## config.mk

```make
export PLATFORM = sky130hd
export DESIGN_NAME = shamt_serial_shifter_flat
export DESIGN_NICKNAME = d
export VERILOG_FILES = /design/src/rtl/shamt_serial_shifter_pkg.sv /design/src/rtl/shamt_serial_shifter_if.sv /design/src/rtl/shamt_serial_shifter_shift_step.sv /design/src/rtl/shamt_serial_shifter.sv /design/src/flat_wrapper.sv
export SDC_FILE = /design/constraint.sdc
export NUM_CORES = 1
export LEC_CHECK = 0
export CAP_MARGIN = 20
export CELL_PAD_IN_SITES_DETAIL_PLACEMENT = 1
export CELL_PAD_IN_SITES_GLOBAL_PLACEMENT = 2
export CORE_UTILIZATION = 25
export DETAILED_ROUTE_END_ITERATION = 10
export HOLD_SLACK_MARGIN = 0.06
export MAX_ROUTING_LAYER = met4
export PLACE_DENSITY = 0.8
export SLEW_MARGIN = 15
export SYNTH_ARGS = -nofsm -noshare
export SYNTH_HDL_FRONTEND = slang
export SYNTH_SLANG_ARGS = --single-unit
```

## constraint.sdc

```tcl
create_clock -name clk -period 2 [get_ports clk]
set_input_delay 0.3 -clock clk [delete_from_list [all_inputs] [get_ports clk]]
set_output_delay 0.3 -clock clk [all_outputs]
set_load 0.05 [all_outputs]
```

## src/rtl/shamt_serial_shifter_pkg.sv

```systemverilog
// Shared definitions for the serial shift unit.
// Contents: op encodings, FSM state encoding, shift-count width constant.
// Optional feature macro used by this slice: SHAMT_SHIFTER_ROTATE_EN.
package shifter_pkg;

   localparam int SHAMT_W = 5;

   typedef enum logic [1:0] {
      OP_SLL = 2'b00,
      OP_SRL = 2'b01,
      OP_SRA = 2'b10,
      OP_ROR = 2'b11
   } op_e;

   typedef enum logic [1:0] {
      IDLE  = 2'b00,
      SHIFT = 2'b01,
      DONE  = 2'b10
   } state_e;

endpackage

```

## src/rtl/shamt_serial_shifter_if.sv

```systemverilog
// Handshake/data bundle between the control FSM and the serial shifter.
// Signals: start, op[1:0], data_in[WIDTH-1:0], amount_in[31:0] (requester side),
//          result[WIDTH-1:0], busy, done, ready (shifter side).
// Modports: master = requester, slave = shifter.
interface shamt_serial_shifter_if #(
   parameter int WIDTH = 32
);
   logic             start;
   logic [1:0]       op;
   logic [WIDTH-1:0] data_in;
   logic [31:0]      amount_in;
   logic [WIDTH-1:0] result;
   logic             busy;
   logic             done;
   logic             ready;

   modport master (
      output start, op, data_in, amount_in,
      input  result, busy, done, ready
   );

   modport slave (
      input  start, op, data_in, amount_in,
      output result, busy, done, ready
   );
endinterface

```

## src/rtl/shamt_serial_shifter_shift_step.sv

```systemverilog
// shift_step: combinational one-bit-position shift of the working value.
// Ports: op[1:0] (latched operation), value_in[WIDTH-1:0], value_out[WIDTH-1:0].
// With SHAMT_SHIFTER_ROTATE_EN defined, op=11 rotates right; otherwise it
// decodes as a logical right shift and no rotate path exists.
module shift_step
   import shifter_pkg::*;
#(
   parameter int WIDTH = 32
) (
   input  logic [1:0]       op,
   input  logic [WIDTH-1:0] value_in,
   output logic [WIDTH-1:0] value_out
);

   // Select the single-bit shift for the latched operation.
   always_comb begin
      value_out = value_in;
      case (op)
         OP_SLL:  value_out = {value_in[WIDTH-2:0], 1'b0};
         OP_SRL:  value_out = {1'b0, value_in[WIDTH-1:1]};
         OP_SRA:  value_out = {value_in[WIDTH-1], value_in[WIDTH-1:1]};
`ifdef SHAMT_SHIFTER_ROTATE_EN
         OP_ROR:  value_out = {value_in[0], value_in[WIDTH-1:1]};
`else
         OP_ROR:  value_out = {1'b0, value_in[WIDTH-1:1]};
`endif
         default: value_out = value_in;
      endcase
   end

endmodule

```

## src/rtl/shamt_serial_shifter.sv

```systemverilog
// shamt_serial_shifter: multi-cycle MIPS shift unit, one bit position per clock.
// Ports: clk, rst (async, active-high), bus (shamt_serial_shifter_if.slave):
//   start/op/data_in/amount_in in; result/busy/done/ready out.
// Only amount_in[CNT_W-1:0] is used, matching MIPS variable-shift semantics.
// Optional feature: SHAMT_SHIFTER_ROTATE_EN enables rotate-right on op=11.
module shamt_serial_shifter
   import shifter_pkg::*;
#(
   parameter int WIDTH = 32,
   parameter int CNT_W = SHAMT_W
) (
   input  logic                  clk,
   input  logic                  rst,
   shamt_serial_shifter_if.slave bus
);

   state_e           state_r;
   state_e           state_next_s;
   logic [CNT_W-1:0] count_r;
   logic [CNT_W-1:0] count_load_s;
   logic [1:0]       op_r;
   logic [WIDTH-1:0] result_r;
   logic [WIDTH-1:0] step_s;
   logic             load_s;
   logic             shift_s;
   logic             busy_r;
   logic             done_r;
   logic             ready_r;
   logic             unused_amount_s;

   assign count_load_s    = bus.amount_in[CNT_W-1:0];
   assign unused_amount_s = ^bus.amount_in[31:CNT_W];

   shift_step #(
      .WIDTH (WIDTH)
   ) u_step (
      .op        (op_r),
      .value_in  (result_r),
      .value_out (step_s)
   );

   // State register.
   always_ff @(posedge clk or posedge rst) begin
      if (rst) begin
         state_r <= IDLE;
      end else begin
         state_r <= state_next_s;
      end
   end

   // Next-state decode plus load/shift strobes for the datapath.
   always_comb begin
      state_next_s = state_r;
      load_s       = 1'b0;
      shift_s      = 1'b0;
      case (state_r)
         IDLE: begin
            if (bus.start) begin
               load_s = 1'b1;
               if (count_load_s == {CNT_W{1'b0}}) begin
                  state_next_s = DONE;
               end else begin
                  state_next_s = SHIFT;
               end
            end else begin
               state_next_s = IDLE;
            end
         end
         SHIFT: begin
            shift_s = 1'b1;
            if (count_r == CNT_W'(1)) begin
               state_next_s = DONE;
            end else begin
               state_next_s = SHIFT;
            end
         end
         DONE:    state_next_s = IDLE;
         default: state_next_s = IDLE;
      endcase
   end

   // Operand/op/count capture on accept, then one shift step per SHIFT cycle.
   always_ff @(posedge clk or posedge rst) begin
      if (rst) begin
         result_r <= {WIDTH{1'b0}};
         op_r     <= 2'b00;
         count_r  <= {CNT_W{1'b0}};
      end else if (load_s) begin
         result_r <= bus.data_in;
         op_r     <= bus.op;
         count_r  <= count_load_s;
      end else if (shift_s) begin
         result_r <= step_s;
         count_r  <= count_r - CNT_W'(1);
      end else begin
         result_r <= result_r;
         op_r     <= op_r;
         count_r  <= count_r;
      end
   end

   // Status flags registered from the next state so they line up with state_r.
   always_ff @(posedge clk or posedge rst) begin
      if (rst) begin
         busy_r  <= 1'b0;
         done_r  <= 1'b0;
         ready_r <= 1'b1;
      end else begin
         busy_r  <= (state_next_s == SHIFT);
         done_r  <= (state_next_s == DONE);
         ready_r <= (state_next_s == IDLE);
      end
   end

   assign bus.result = result_r;
   assign bus.busy   = busy_r;
   assign bus.done   = done_r;
   assign bus.ready  = ready_r;

endmodule

```

## src/flat_wrapper.sv

```systemverilog
// flat-port wrapper written by rule: the top's interface ports become plain ports
module shamt_serial_shifter_flat import shifter_pkg::*;
#(
   parameter int WIDTH = 32,
   parameter int CNT_W = SHAMT_W
)
  (clk, rst, bus_start, bus_op, bus_data_in, bus_amount_in, bus_result, bus_busy, bus_done, bus_ready);
  shamt_serial_shifter_if #(.WIDTH(WIDTH)) bus_i ();
  input  logic clk;
  input  logic rst;
  input wire logic [$bits(bus_i.start)-1:0] bus_start;
  input wire logic [$bits(bus_i.op)-1:0] bus_op;
  input wire logic [$bits(bus_i.data_in)-1:0] bus_data_in;
  input wire logic [$bits(bus_i.amount_in)-1:0] bus_amount_in;
  output wire logic [$bits(bus_i.result)-1:0] bus_result;
  output wire logic [$bits(bus_i.busy)-1:0] bus_busy;
  output wire logic [$bits(bus_i.done)-1:0] bus_done;
  output wire logic [$bits(bus_i.ready)-1:0] bus_ready;
  assign bus_i.start = bus_start;
  assign bus_i.op = bus_op;
  assign bus_i.data_in = bus_data_in;
  assign bus_i.amount_in = bus_amount_in;
  assign bus_result = bus_i.result;
  assign bus_busy = bus_i.busy;
  assign bus_done = bus_i.done;
  assign bus_ready = bus_i.ready;
  shamt_serial_shifter #(.WIDTH(WIDTH), .CNT_W(CNT_W)) u_core (.clk(clk), .rst(rst), .bus(bus_i));
endmodule
```

==> results.yml, run 1 <==
placement:
  gp_congestion: 0.765
  hpwl_um: 5700
  io_buffer_count: 76
sta:
  post-route-period-util_pct: 95.3
  final_hold_viol_count: 0
  skew_ps: 13.5
  clock.fmax_ghz: 0.525
  relSlewSlack_pct: 53.5
  min_period_ps: 1910
  setup_viol: 0
  whs_ps: 313
  final_max_slew_viol_count: 0
  grt_setup_unrepaired: "false"
  final.setup.tns_ps: 0
  tightest_slew_ps: 695
cts:
  holdBufCountCts: 0
  clock-sinks: 44
  cts_buffers: 5
  cts_tree: "built"
  htreeDepth: 2
  cts_buffer_depth: 2
  post_cts_buffers: 0
  cts-root-buf: "clkbuf_8"
  cts_resized: 0
  clk_latency_ps: 300
  clkTransAtPathRegs_ps: 90
worst_setup_path:
  critPathTopFamily: "buffers and inverters"
  crit_path_start_kind: "flip-flop"
  path_class: "reg -> out"
  cp_slowest_stage_delay_ps: 790
  end_kind: "primary output"
  cp_data_required_time_ps: 1700
  slowest_stage: "clkdlybuf4s50_1"
  worstPathCellList: "clkdlybuf4s50_1"
  cp_num_buf_inv: 1
  worstPathArrival_ps: 1610
  crit_fanout: 1
power_and_ir_drop:
  switching_power_uw: 3190
  p_int_uw: 3150
  p_seq_share_pct: 28.5
  switching_share_pct: 50.3
  vdd_drop_max_mv: 0.603
  combinationalPowerShare_pct: 62.4
  power_density_nw_per_um2: 1790
  clkPwrFrac_pct: 9.1
  leakagePower_uw: 0.00141
yosys:
  yosys_register_bits: 44
  synth_area_um2: 2450
  synth_top_family_by_area: "compound AO/OA/AOI/OAI gates"
  ys_warn_count: 0
  synth-main-ff-cell: "dfrtp_1"
  ys_top_cells_by_area: "dfrtp_1 44%, mux2i_1 8.6%, nand2_1 4.1%"
  synth_compound_area_share_pct: 27.4
  synth_edf_count: 0
  avgSynthCellArea_um2: 9.70
  synth_async_sr_flop_share_pct: 100
  syn_nets: 324
  synth_xor_area_share_pct: 0
  ys_seq_area_share_pct: 44.9
  synth_fa_ha_area_share_pct: 1.02
  synth_top_cell_by_area: "dfrtp_1"
  netlist_instances: 253
  synth.area.mux_share_pct: 8.56
  synth-simple-area-share_pct: 13.0
  synth_cell_type_count: 36
  synthDominantCellAreaShare_pct: 43.8
route:
  drc: 0
  vias_per_cell: 4.98
  drt_iter0_drc: 59
  wire_per_inst_um: 17.1
  antenna_left: 0
  num_vias: 2286
  totalWireLength_um: 7830
  drt-pass1-iter-count: 4
global_route:
  grt.total_usage_pct: 16.5
  overflow: 0
  antenna_found_initial: 0
  grt_pass1_wl_um: 12700
  grt_max_degree: 32
  grt_pass1_vias: 2420
die:
  start_util_pct: 26.2
  die_width_um: 101
  die_y_um: 101
  die_area_um2: 10200
  boundaryPins: 104
  coreArea_um2: 9370
  row_count: 35
final_layout:
  layout-drive-gt1-share_pct: 9.09
  final_common_cell: "clkdlybuf4s50_1"
  num_antenna_cells: 0
  final_cell_mix: "76 x clkdlybuf4s50_1, 43 x dfrtp_1, 27 x nand2_1"
  area_delta_synth_final_pct: 44.3
  fin_nets: 400
run_status:
  run_status: "finished clean"
flow_run:
  maxCapViolCount: 0
hold_path:
  min_path_type: "in -> async"
-- final cells by class --
| type | instances | area, µm² |
|---|---|---|
| clock buffer | 6 | 72.6 |
| clock inverter | 2 | 12.5 |
| fill | 1091 | 5830 |
| inverter | 8 | 30.0 |
| multi-input combinational | 180 | 1230 |
| sequential | 44 | 1100 |
| tap | 129 | 161 |
| timing repair buffer | 90 | 928 |
-- power by group through the flow --
| stage | Combinational [µW] | Sequential, µW | Clock (µW) |
|---|---|---|---|
| after floorplan | 1640 | 2750 | 0 |
| after global placement | 3900 | 1820 | 0 |
| after detailed placement | 3990 | 1830 | 0 |
| after CTS | 4000 | 1810 | 597 |
| after global routing | 4250 | 1880 | 636 |
| final | 3960 | 1810 | 579 |
-- synthesized netlist by cell type, drive strengths merged (2+ instances only) --
cell type and count:
a211oi 10, a21oi 17, a22oi 12, a2bb2oi 3, buf 11, clkbuf 10
dfrtp 43, ha 2, inv 8, mux2i 21, nand2 27, nand2b 3
nor2 11, nor2b 10, nor4b 2, o21a 11, o21ai 17, o21bai 2
o221ai 8, o22ai 2, o31ai 11
-- registers in the layout (all words and copies together), names as in the netlist --
register / count
u_core.count_r: 5
u_core.bus.ready: 1
u_core.bus.result: 32
u_core.op_r: 2
u_core.bus.busy: 1
u_core.bus.done: 1
u_core.state_r: 2
-- routing by layer --
layer  track usage (%)  vias up  wire, µm
li1                  -     1078         -
met1              21.5     1159      3630
met2              26.7       45      3900
met3              2.64        4       232
met4              4.24        0        65
met5                 -        -         0
-- through the flow --
stage	instance area [µm²]	util, %	instances	setup slack [ps]	power (µW)
3_3_place_gp	3460	36.9	451	102	5720
3_5_place_dp	3460	36.9	451	30.6	5820
2_1_floorplan	2450	-	253	589	4390
4_1_cts	3540	37.8	459	78.9	6410
5_1_grt	3540	37.8	459	33.7	6770
6_report	3540	37.8	459	93.9	6340
-- worst paths after layout --
| path | startpoint | endpoint | slack, ps | cells past startpoint |
|---|---|---|---|---|
| worst max register to register | u_core.state_r[0]$_DFF_PP0_ | u_core.bus.done$_DFF_PP0_ | 320 | 4 |
| max in group asynchronous | rst | u_core.bus.result[29]$_DFFE_PP0P_ | 1190 | 3 |
| worst min-delay path | rst | u_core.bus.result[14]$_DFFE_PP0P_ | 310 | 2 |
| worst max-delay path | u_core.bus.ready$_DFF_PP1_ | bus_ready | 90 | 1 |
| min in group clk | u_core.count_r[1]$_DFFE_PP0P_ | u_core.count_r[1]$_DFFE_PP0P_ | 510 | 2 |
| worst min register to register | u_core.count_r[1]$_DFFE_PP0P_ | u_core.count_r[1]$_DFFE_PP0P_ | 510 | 2 |
-- kinds of logic (layout without fill, tap and decap cells) --
family | after synthesis | in the layout
adders and majority gates | 2 | 2
AOI/OAI and AO/OA | 96 | 96
muxes | 21 | 21
and+or+nand+nor | 61 | 61
buffers and inverters | 29 | 106
DFF | 44 | 44
No activity file was read; power rests on OpenSTA's default activity.
==> inputs of run 2 (changes only) <==
Settings changed: CTS_CLUSTER_DIAMETER from default to 200.
==> results of run 2 <==
Same layout as run 1: the final DEF is identical, and so are final timing and power.
==> inputs of run 3 (changes only) <==
Settings changed: ABC_CLOCK_PERIOD_IN_PS from default to 2000, REMOVE_ABC_BUFFERS from default to 1.
==> results.yml, run 3 (same netlist as run 1, synthesis figures left out) <==
worst_setup_path:
  end_kind: "primary output"
  rr_worst_depth: 5
  path_class: "reg -> out"
  critPathTopFamily: "buffers and inverters"
  worstPathCellList: "clkdlybuf4s50_1"
  cp_num_buf_inv: 1
  crit_fanout: 1
  crit_path_start_kind: "flip-flop"
  cp_slowest_stage_delay_ps: 790
  slowest_stage: "clkdlybuf4s50_1"
  cp_data_required_time_ps: 1700
  path_depth: 1
  worstPathArrival_ps: 1610
sta:
  relSlewSlack_pct: 55.2
  post-route-period-util_pct: 95.6
  setup_viol: 0
  min_period_ps: 1910
  final_hold_viol_count: 0
  tightest_slew_ps: 670
  skew_ps: 9.80
  final_max_slew_viol_count: 0
  grt_setup_unrepaired: "false"
  clock.fmax_ghz: 0.523
  final.setup.worst_slack_ps: 87.0
final_layout:
  layout-drive-gt1-share_pct: 10.2
  final_common_cell: "clkdlybuf4s50_1"
  largest_register_ffs: 32
  n_fill_cell: 1092
  fin_nets: 404
  layout.cells.non_filler: 463
  num_antenna_cells: 0
  final_cell_mix: "76 x clkdlybuf4s50_1, 43 x dfrtp_1, 27 x nand2_1"
  area_delta_synth_final_pct: 44.9
cts:
  cts_buffers: 5
  clkTransAtPathRegs_ps: 90
  clk_latency_ps: 300
  clock-sinks: 44
  post_cts_buffers: 0
  cts_buffer_depth: 2
  holdBufCountCts: 0
  cts_tree: "built"
  htreeDepth: 2
  cts_resized: 0
  cts-root-buf: "clkbuf_8"
global_route:
  antenna_found_initial: 0
  grt_pass1_wl_um: 12900
  grt.total_usage_pct: 16.7
  grt_max_degree: 45
  grt_pass1_vias: 2419
  overflow: 0
placement:
  place_ws_ps: -71.4
  gp_congestion: 0.848
  io_buffer_count: 76
  placed_cells: 455
  hpwl_um: 5360
power_and_ir_drop:
  finalPower_uw: 6340
  power_density_nw_per_um2: 1780
  vdd_drop_max_mv: 0.709
  leakagePower_uw: 0.00143
die:
  die_y_um: 101
  die_area_um2: 10200
  die_width_um: 101
  start_util_pct: 26.2
  coreArea_um2: 9370
  row_count: 35
  boundaryPins: 104
run_status:
  run_status: "finished clean"
route:
  antenna_left: 0
  drt-pass1-iter-count: 4
  vias_per_cell: 4.88
  num_vias: 2261
  totalWireLength_um: 7770
  drc: 0
  drt_iter0_drc: 90
  wire_per_inst_um: 16.8
flow_run:
  maxCapViolCount: 0
hold_path:
  min_path_type: "in -> async"
==> run 3: cell count changes in the layout (fill, tap and decap cells not counted) <==
cell,delta
clkinv_2,-1
buf_4,+6
buf_12,-2
clkbuf_8,+1
==> run 3: stage by stage <==
step | setup TNS [ps] | hold slack, ps | util [%] | area (µm²)
2_1_floorplan | -19310 | 405 | - | 2360
3_5_place_dp | -394 | 513 | 36.9 | 3460
4_1_cts | 0 | 355 | 37.9 | 3560
3_3_place_gp | -179 | 498 | 36.9 | 3460
6_report | 0 | 328 | 37.9 | 3560
5_1_grt | 0 | 378 | 37.9 | 3560
==> run 3: routing by layer <==
layer | GRT usage, % | wire length (µm) | vias to the layer above
met3 | 2.01 | 200 | 9
met4 | 5.57 | 107 | 0
li1 | - | - | 1093
met5 | - | 0 | -
met2 | 25.9 | 3610 | 41
met1 | 22.7 | 3860 | 1118
==> run 3: cell type report <==
class / count / area (µm²) / share of cell area [%]
multi-input combinational: 180 / 1230 / 34.7
inverter: 8 / 30.0 / 0.844
clock buffer: 7 / 86.3 / 2.43
clock inverter: 1 / 7.51 / 0.211
sequential: 44 / 1100 / 31.0
tap: 129 / 161 / 4.54
timing repair buffer: 94 / 933 / 26.2
==> run 3: final timing paths <==
kind | from | to | slack, ps
setup / recovery | u_core.bus.ready$_DFF_PP1_ | bus_ready | 90
hold / removal | rst | u_core.bus.busy$_DFF_PP0_ | 330
setup reg to reg | u_core.state_r[0]$_DFF_PP0_ | u_core.bus.result[17]$_DFFE_PP0P_ | 320
hold reg to reg | u_core.count_r[1]$_DFFE_PP0P_ | u_core.count_r[1]$_DFFE_PP0P_ | 530
max in group asynchronous | rst | u_core.bus.ready$_DFF_PP1_ | 1370
min in group clk | u_core.count_r[1]$_DFFE_PP0P_ | u_core.count_r[1]$_DFFE_PP0P_ | 530
==> run 3: where the power goes <==
group	leakage, µW	total, µW	internal [µW]	switching [µW]
Sequential	0.000544	1800	1320	481
Clock	0.0000445	605	281	323
Combinational	0.000836	3940	1570	2370
